[config.mk]
export PLATFORM = sky130hd
export DESIGN_NAME = tdm_frame_scheduler_flat
export DESIGN_NICKNAME = d
export VERILOG_FILES = /design/src/rtl/tdm_frame_scheduler_if.sv /design/src/rtl/tdm_frame_scheduler.sv /design/src/flat_wrapper.sv
export SDC_FILE = /design/constraint.sdc
export NUM_CORES = 1
export LEC_CHECK = 0
export CAP_MARGIN = 20
export CORE_MARGIN = 8
export CORE_UTILIZATION = 45
export DETAILED_ROUTE_END_ITERATION = 10
export PLACE_DENSITY = 0.77
export RECOVER_POWER = 50
export REMOVE_ABC_BUFFERS = 1
export SYNTH_ARGS = -nofsm -noshare
export SYNTH_HDL_FRONTEND = slang
export SYNTH_SLANG_ARGS = --single-unit
export TNS_END_PERCENT = 50
[constraint.sdc]
create_clock -name clk50 -period 2.7 [get_ports clk50]
set_clock_uncertainty 0.05 [all_clocks]
set_input_delay 0.54 -clock clk50 [delete_from_list [all_inputs] [get_ports clk50]]
set_output_delay 0.54 -clock clk50 [all_outputs]
set_load 0.01 [all_outputs]
[src/rtl/tdm_frame_scheduler_if.sv]
// TDM sync inputs, CPU handshake and per-slot strobe outputs of tdm_frame_scheduler.
// The scheduler uses the slave modport; whatever drives the TDM pins and the CPU ack uses master.
interface tdm_frame_scheduler_if #(
  parameter int BIT_W = 5,
  parameter int FRM_W = 1
);
  logic             c4;
  logic             f0;
  logic             enable;
  logic             buf_ack;
  logic             bit_strobe;
  logic [BIT_W-1:0] bit_index;
  logic [FRM_W-1:0] frame_index;
  logic             bank;
  logic             ready_bank;
  logic             cpu_int;
  logic             overrun;
  logic             frame_err;
  logic             locked;

  modport master (
    output c4, f0, enable, buf_ack,
    input  bit_strobe, bit_index, frame_index, bank, ready_bank,
           cpu_int, overrun, frame_err, locked
  );

  modport slave (
    input  c4, f0, enable, buf_ack,
    output bit_strobe, bit_index, frame_index, bank, ready_bank,
           cpu_int, overrun, frame_err, locked
  );
endinterface

[src/rtl/tdm_frame_scheduler.sv]
// Frame lock and bit-slot strobe generator for the TDM-to-STM datapath.
// Oversamples c4/f0 on clk50, tracks the c4 phase, and sequences ping-pong banks with a CPU interrupt.
module tdm_frame_scheduler #(
  parameter int BITS_PER_FRAME    = 32,
  parameter int FRAMES_PER_BUFFER = 2,
  parameter int BIT_W             = 5,
  parameter int FRM_W             = 1
) (
  input logic                  clk50,
  input logic                  reset,
  tdm_frame_scheduler_if.slave bus
);
  localparam int              PH_W     = $clog2(2*BITS_PER_FRAME);
  localparam logic [PH_W-1:0] PH_MAX   = PH_W'(2*BITS_PER_FRAME-1);
  localparam logic [BIT_W-1:0] LAST_BIT = BIT_W'(BITS_PER_FRAME-1);
  localparam logic [FRM_W-1:0] LAST_FRM = FRM_W'(FRAMES_PER_BUFFER-1);

  typedef enum logic [1:0] {HUNT, ALIGN, LOCKED} state_e;

  state_e           state_q, state_d;
  logic [2:0]       c4_sync_q, f0_sync_q;
  logic             c4_rise_q, f0_prev_q;
  logic [PH_W-1:0]  ph_q, ph_d;
  logic [FRM_W-1:0] frm_q;
  logic             strobe_d, err_d, fs, last, complete;
  logic [BIT_W-1:0] slot;
  logic             strobe_q, err_q, locked_q, bank_q, ready_q, cpu_int_q, overrun_q;
  logic [BIT_W-1:0] bit_index_q;
  logic [FRM_W-1:0] frame_index_q;

  // Stage 3 of each shift chain is the edge-detector history; f0_sync_q[2] lines up with c4_rise_q.
  always_ff @(posedge clk50 or posedge reset) begin
    if (reset) begin
      c4_sync_q <= '0;
      f0_sync_q <= '0;
      c4_rise_q <= 1'b0;
      f0_prev_q <= 1'b0;
    end else begin
      c4_sync_q <= {c4_sync_q[1:0], bus.c4};
      f0_sync_q <= {f0_sync_q[1:0], bus.f0};
      c4_rise_q <= c4_sync_q[1] & ~c4_sync_q[2];
      if (c4_rise_q) f0_prev_q <= f0_sync_q[2];
    end
  end

  assign fs = c4_rise_q & ~f0_sync_q[2] & f0_prev_q;

  always_ff @(posedge clk50 or posedge reset) begin
    if (reset) state_q <= HUNT;
    else       state_q <= state_d;
  end

  always_comb begin
    state_d = state_q;
    if (!bus.enable) begin
      state_d = HUNT;
    end else if (c4_rise_q) begin
      case (state_q)
        HUNT:    if (fs) state_d = ALIGN;
        ALIGN:   if (fs && ph_q == PH_MAX) state_d = LOCKED;
        LOCKED: begin
          if (fs && ph_q != PH_MAX)       state_d = ALIGN;
          else if (!fs && ph_q == PH_MAX) state_d = HUNT;
        end
        default: state_d = HUNT;
      endcase
    end
  end

  // In LOCKED a sync is required exactly at the wrap; either side of that is a violation.
  always_comb begin
    ph_d     = ph_q;
    strobe_d = 1'b0;
    err_d    = 1'b0;
    if (!bus.enable) begin
      ph_d = '0;
    end else if (c4_rise_q) begin
      ph_d = (fs || ph_q == PH_MAX) ? '0 : ph_q + PH_W'(1);
      case (state_q)
        ALIGN:   err_d = fs && (ph_q != PH_MAX);
        LOCKED:  err_d = fs != (ph_q == PH_MAX);
        default: err_d = 1'b0;
      endcase
      strobe_d = (state_d == LOCKED) && !ph_d[0];
    end
  end

  assign slot     = BIT_W'(ph_d >> 1);
  assign last     = strobe_d && (slot == LAST_BIT);
  assign complete = last && (frm_q == LAST_FRM);

  // frame_index reports the frame of the current strobe, so it lags frm_q across a bank flip.
  always_ff @(posedge clk50 or posedge reset) begin
    if (reset) begin
      ph_q          <= '0;
      frm_q         <= '0;
      strobe_q      <= 1'b0;
      err_q         <= 1'b0;
      locked_q      <= 1'b0;
      bit_index_q   <= '0;
      frame_index_q <= '0;
      bank_q        <= 1'b0;
      ready_q       <= 1'b0;
      cpu_int_q     <= 1'b0;
      overrun_q     <= 1'b0;
    end else begin
      ph_q     <= ph_d;
      strobe_q <= strobe_d;
      err_q    <= err_d;
      locked_q <= (state_d == LOCKED);
      if (strobe_d) begin
        bit_index_q   <= slot;
        frame_index_q <= frm_q;
      end
      if (!bus.enable || err_d) begin
        frm_q         <= '0;
        frame_index_q <= '0;
      end else if (last) begin
        frm_q <= complete ? '0 : frm_q + FRM_W'(1);
      end
      if (!bus.enable)   bank_q <= 1'b0;
      else if (complete) bank_q <= ~bank_q;
      // A completion beats a coincident ack; the ack then leaves overrun alone.
      if (complete) begin
        ready_q   <= bank_q;
        cpu_int_q <= 1'b1;
        if (cpu_int_q && !bus.buf_ack) overrun_q <= 1'b1;
      end else if (bus.buf_ack && cpu_int_q) begin
        cpu_int_q <= 1'b0;
        overrun_q <= 1'b0;
      end
    end
  end

  assign bus.bit_strobe  = strobe_q;
  assign bus.bit_index   = bit_index_q;
  assign bus.frame_index = frame_index_q;
  assign bus.bank        = bank_q;
  assign bus.ready_bank  = ready_q;
  assign bus.cpu_int     = cpu_int_q;
  assign bus.overrun     = overrun_q;
  assign bus.frame_err   = err_q;
  assign bus.locked      = locked_q;
endmodule

[src/flat_wrapper.sv]
// flat-port wrapper written by rule: the top's interface ports become plain ports
module tdm_frame_scheduler_flat 
#(
  parameter int BITS_PER_FRAME    = 32,
  parameter int FRAMES_PER_BUFFER = 2,
  parameter int BIT_W             = 5,
  parameter int FRM_W             = 1
)
  (clk50, reset, bus_c4, bus_f0, bus_enable, bus_buf_ack, bus_bit_strobe, bus_bit_index, bus_frame_index, bus_bank, bus_ready_bank, bus_cpu_int, bus_overrun, bus_frame_err, bus_locked);
  tdm_frame_scheduler_if #(.BIT_W(BIT_W), .FRM_W(FRM_W)) bus_i ();
  input logic clk50;
  input logic reset;
  input wire logic [$bits(bus_i.c4)-1:0] bus_c4;
  input wire logic [$bits(bus_i.f0)-1:0] bus_f0;
  input wire logic [$bits(bus_i.enable)-1:0] bus_enable;
  input wire logic [$bits(bus_i.buf_ack)-1:0] bus_buf_ack;
  output wire logic [$bits(bus_i.bit_strobe)-1:0] bus_bit_strobe;
  output wire logic [$bits(bus_i.bit_index)-1:0] bus_bit_index;
  output wire logic [$bits(bus_i.frame_index)-1:0] bus_frame_index;
  output wire logic [$bits(bus_i.bank)-1:0] bus_bank;
  output wire logic [$bits(bus_i.ready_bank)-1:0] bus_ready_bank;
  output wire logic [$bits(bus_i.cpu_int)-1:0] bus_cpu_int;
  output wire logic [$bits(bus_i.overrun)-1:0] bus_overrun;
  output wire logic [$bits(bus_i.frame_err)-1:0] bus_frame_err;
  output wire logic [$bits(bus_i.locked)-1:0] bus_locked;
  assign bus_i.c4 = bus_c4;
  assign bus_i.f0 = bus_f0;
  assign bus_i.enable = bus_enable;
  assign bus_i.buf_ack = bus_buf_ack;
  assign bus_bit_strobe = bus_i.bit_strobe;
  assign bus_bit_index = bus_i.bit_index;
  assign bus_frame_index = bus_i.frame_index;
  assign bus_bank = bus_i.bank;
  assign bus_ready_bank = bus_i.ready_bank;
  assign bus_cpu_int = bus_i.cpu_int;
  assign bus_overrun = bus_i.overrun;
  assign bus_frame_err = bus_i.frame_err;
  assign bus_locked = bus_i.locked;
  tdm_frame_scheduler #(.BITS_PER_FRAME(BITS_PER_FRAME), .FRAMES_PER_BUFFER(FRAMES_PER_BUFFER), .BIT_W(BIT_W), .FRM_W(FRM_W)) u_core (.clk50(clk50), .reset(reset), .bus(bus_i));
endmodule
==> results.yml <==
floorplanning:
  die-width_um: 74.4
  die_h_um: 74.4
  design.portCount: 19
  core_area_um2: 3310
  std_cell_rows: 21
  fp.dieArea_um2: 5540
  initial_core_util: 0.464
synth:
  post_synth_main_area_contributors: "dfrtp_1, ha_1, mux2_4"
  synth.cell_area_um2: 1540
  async_flop_share: 1.00
  synth.ff_latch_count: 30
  yosysTopAreaCell: "dfrtp_1"
  ys.warnings.count: 0
  ys_types: 45
  synthesis.area_per_instance_um2: 11.7
  synthDominantCellAreaShare: 0.489
  synth_top_flop_cell: "dfrtp_1"
  synth_cells: 131
  synth_seq_area_share: 0.489
  post_synth_edffs: 0
detailed_routing:
  detail_route.drc_violations: 0
  antenna_violating_nets_left: 0
  via_count: 1108
  viasPerCell: 5.33
  route.final.wire_length_um: 3050
  wl_per_cell_um: 14.7
  drt_iter0_drc: 66
  first_pass_iters: 5
global_routing:
  grt_start_max_net_pins: 31
  grt_first_pass_wirelength_um: 5200
  grt_util_all_layers: 0.124
  antenna_found_initial: 0
  grt_pass1_vias: 1171
  grt.overflow.total: 0
setup_path:
  crit_family: "simple AND/OR/NAND/NOR gates"
  critical_r2r_launch: "u_core.ph_q[1]$_DFF_PP0_"
  startpoint: "u_core.ph_q[1]$_DFF_PP0_"
  worst_path_cell_trace: "ha_2, nand3_2, inv_1, nand3_1, ha_2, a21oi_1, a211oi_1, a211oi_4, nand3_4, nor3_4, mux2_4"
  worst-endpoint-required_ps: 2880
  slowest_delay_ps: 390
  crit_path_capture_type: "register"
  critical-path-top-cell-by-count: "ha_2"
  cp_max_fo: 6
  timing_worst_setup_path_type: "reg -> reg"
  worst-path-buf-inv: 1
  worst_setup_path_start_kind: "register"
  reg2reg_slack_ps: 90
  data_arrival_time_of_the_critical_path_ps: 2790
  reg2reg_to: "u_core.bus.ready_bank$_DFFE_PP0P_"
  critical-path-slowest-cell: "dfrtp_1"
  r2r.worst_path.cells: 11
cts:
  max-clock-path-buffers: 2
  cts.sinks: 30
  cts-hold-fix-buffers: 0
  htree_num_levels: 2
  cts-root-buf: "clkbuf_4"
  cts.reportedPaths.clkPinSlew_ps: 90
  cts_buffers: 5
  insertion_delay_ps: 330
  tritoncts: "done"
timing:
  worst_tran_pin_value_ps: 1500
  timing.final.setup_violations: 0
  setup-tns-final_ps: 0
  final_max_slew_viol_count: 30
  fin_crit_ps: 2610
  min_period_over_period: 0.967
  timing_hold_violations_final: 0
  maxSlewHeadroom: -0.00310
  fmax_ghz: 0.383
placement:
  finalWeightedCongestion: 0.955
  port_buffers: 18
  place.detailed.hpwl_um: 2180
  place.detailed.instances: 197
final_layout:
  diodes: 0
  design.final.nets: 177
  area_growth_pct: 22.2
  post_route_cells_drive_above_1_share: 0.228
  finish.cell_count_without_fillers: 208
  fillers: 299
  postLayoutCoreUtil: 0.567
flow_run:
  max_cap_check_violation_count: 1
power_and_ir_drop:
  worst_ir_drop_vdd_mv: 0.273
  report.power.total_mw: 0.754
  p_leak_nw: 0.907
  pwr_dens_nw_per_um2: 401
hold_path:
  worstHoldPathType: "reg -> reg"
  timing.hold.worst.start: "u_core.f0_sync_q[1]$_DFF_PP0_"
  hold-path-cell-count: 0
  whs_endpoint: "u_core.f0_sync_q[2]$_DFF_PP0_"
run_status:
  run_status: "finished, violations left"
  violations: "max-capacitance violations, max-slew violations"
[kinds of logic after synthesis]
group,count (synthesis),share of synthesized area
XOR/XNOR,1,0.00570
AO/OA/AOI/OAI,20,0.112
AND/OR/NAND/NOR,44,0.190
flip-flops,30,0.489
buffers and inverters,17,0.0480
adder cells (fa/ha/maj),9,0.0733
multiplexers,10,0.0822
[worst max-delay path by stage]
stage	endpoint	depth (start not counted)	slack (ps)
after global placement	u_core.bus.ready_bank$_DFFE_PP0P_	11	160
final	u_core.bus.ready_bank$_DFFE_PP0P_	11	90
after detailed placement	u_core.bus.ready_bank$_DFFE_PP0P_	11	20
after floorplan	u_core.bus.ready_bank$_DFFE_PP0P_	12	230
after global routing	u_core.bus.bank$_DFFE_PP0P_	12	-20
after CTS	u_core.bus.ready_bank$_DFFE_PP0P_	11	30
[report_power, final]
part           switching, mW  internal [mW]  total [mW]
sequential           0.00524          0.458       0.464
combinational         0.0321         0.0192      0.0513
clock                  0.146         0.0932       0.239
total                  0.183          0.571       0.754
[cell usage in the layout (no fill, tap or decap), types with 3 or more instances in the layout]
master	n
mux2_4	5
buf_4	6
nand2_1	7
inv_1	14
nand3_1	3
ha_2	3
clkdlybuf4s50_1	15
ha_1	6
mux2i_1	4
dfrtp_1	30
dlygate4sd3_1	3
a21oi_1	4
nor2_1	13
clkbuf_4	5
[Yosys cell counts, types with 2 or more instances]
| library cell | n |
|---|---|
| inv_1 | 14 |
| nand2_1 | 7 |
| mux2i_1 | 4 |
| mux2_4 | 5 |
| nand2b_1 | 2 |
| dfrtp_1 | 30 |
| and2_1 | 2 |
| nand3b_1 | 2 |
| nand3_1 | 4 |
| a211oi_1 | 2 |
| o21ai_0 | 2 |
| ha_1 | 9 |
| nor2_1 | 13 |
| a21oi_1 | 4 |
[registers in the layout (all words and copies together) (netlist names)]
signal and flops:
u_core.f0_sync_q 3, u_core.frm_q 1, u_core.bus.frame_index 1, u_core.c4_sync_q 3, u_core.f0_prev_q 1, u_core.ph_q 6, u_core.bus.locked 1, u_core.bus.ready_bank 1
u_core.state_q 2, u_core.bus.bank 1, u_core.bus.overrun 1, u_core.c4_rise_q 1, u_core.bus.bit_index 5, u_core.bus.bit_strobe 1, u_core.bus.frame_err 1, u_core.bus.cpu_int 1
[layout make-up]
cell class,count,area (um2),area share
sequential,30,751,0.400
inverter,16,62.6,0.0333
clock buffer,5,37.5,0.0200
multi-input combinational,84,731,0.389
timing repair buffer,25,229,0.122
tap,46,57.6,0.0306
clock inverter,2,10.0,0.00533
[per-stage QoR]
step                hold WS, ps  setup slack [ps]  cell area (um2)
floorplan                   281               226             1530
global placement            285               164             1790
detailed placement          293              15.0             1790
CTS                         316              34.3             1840
global route                328             -22.8             1880
finish                      314              89.4             1880
[metal layers]
| metal | part of all wire | vias to the layer above | track usage |
|---|---|---|---|
| li1 | - | 520 | - |
| met4 | 0.031 | 0 | 0.0587 |
| met2 | 0.46 | 52 | 0.198 |
| met3 | 0.086 | 15 | 0.0566 |
| met5 | 0 | - | 0 |
| met1 | 0.43 | 521 | 0.138 |
[timing repair]
action                                  in CTS  in global routing
cloned                                       0                  0
pin swaps                                    0                  2
gates resized for setup                      1                  4
buffers inserted                             0                  4
endpoints found under the setup margin       1                  9
[worst reg2reg max path: cells and delay by family, from the launching register on]
kind	cells	cell delay (ps)
flip-flops	1	390
AND/OR/NAND/NOR	4	640
adder cells (fa/ha/maj)	2	470
AO/OA/AOI/OAI	3	560
multiplexers	1	310
buffers and inverters	1	90
No activity file was read; power rests on OpenSTA's default activity.
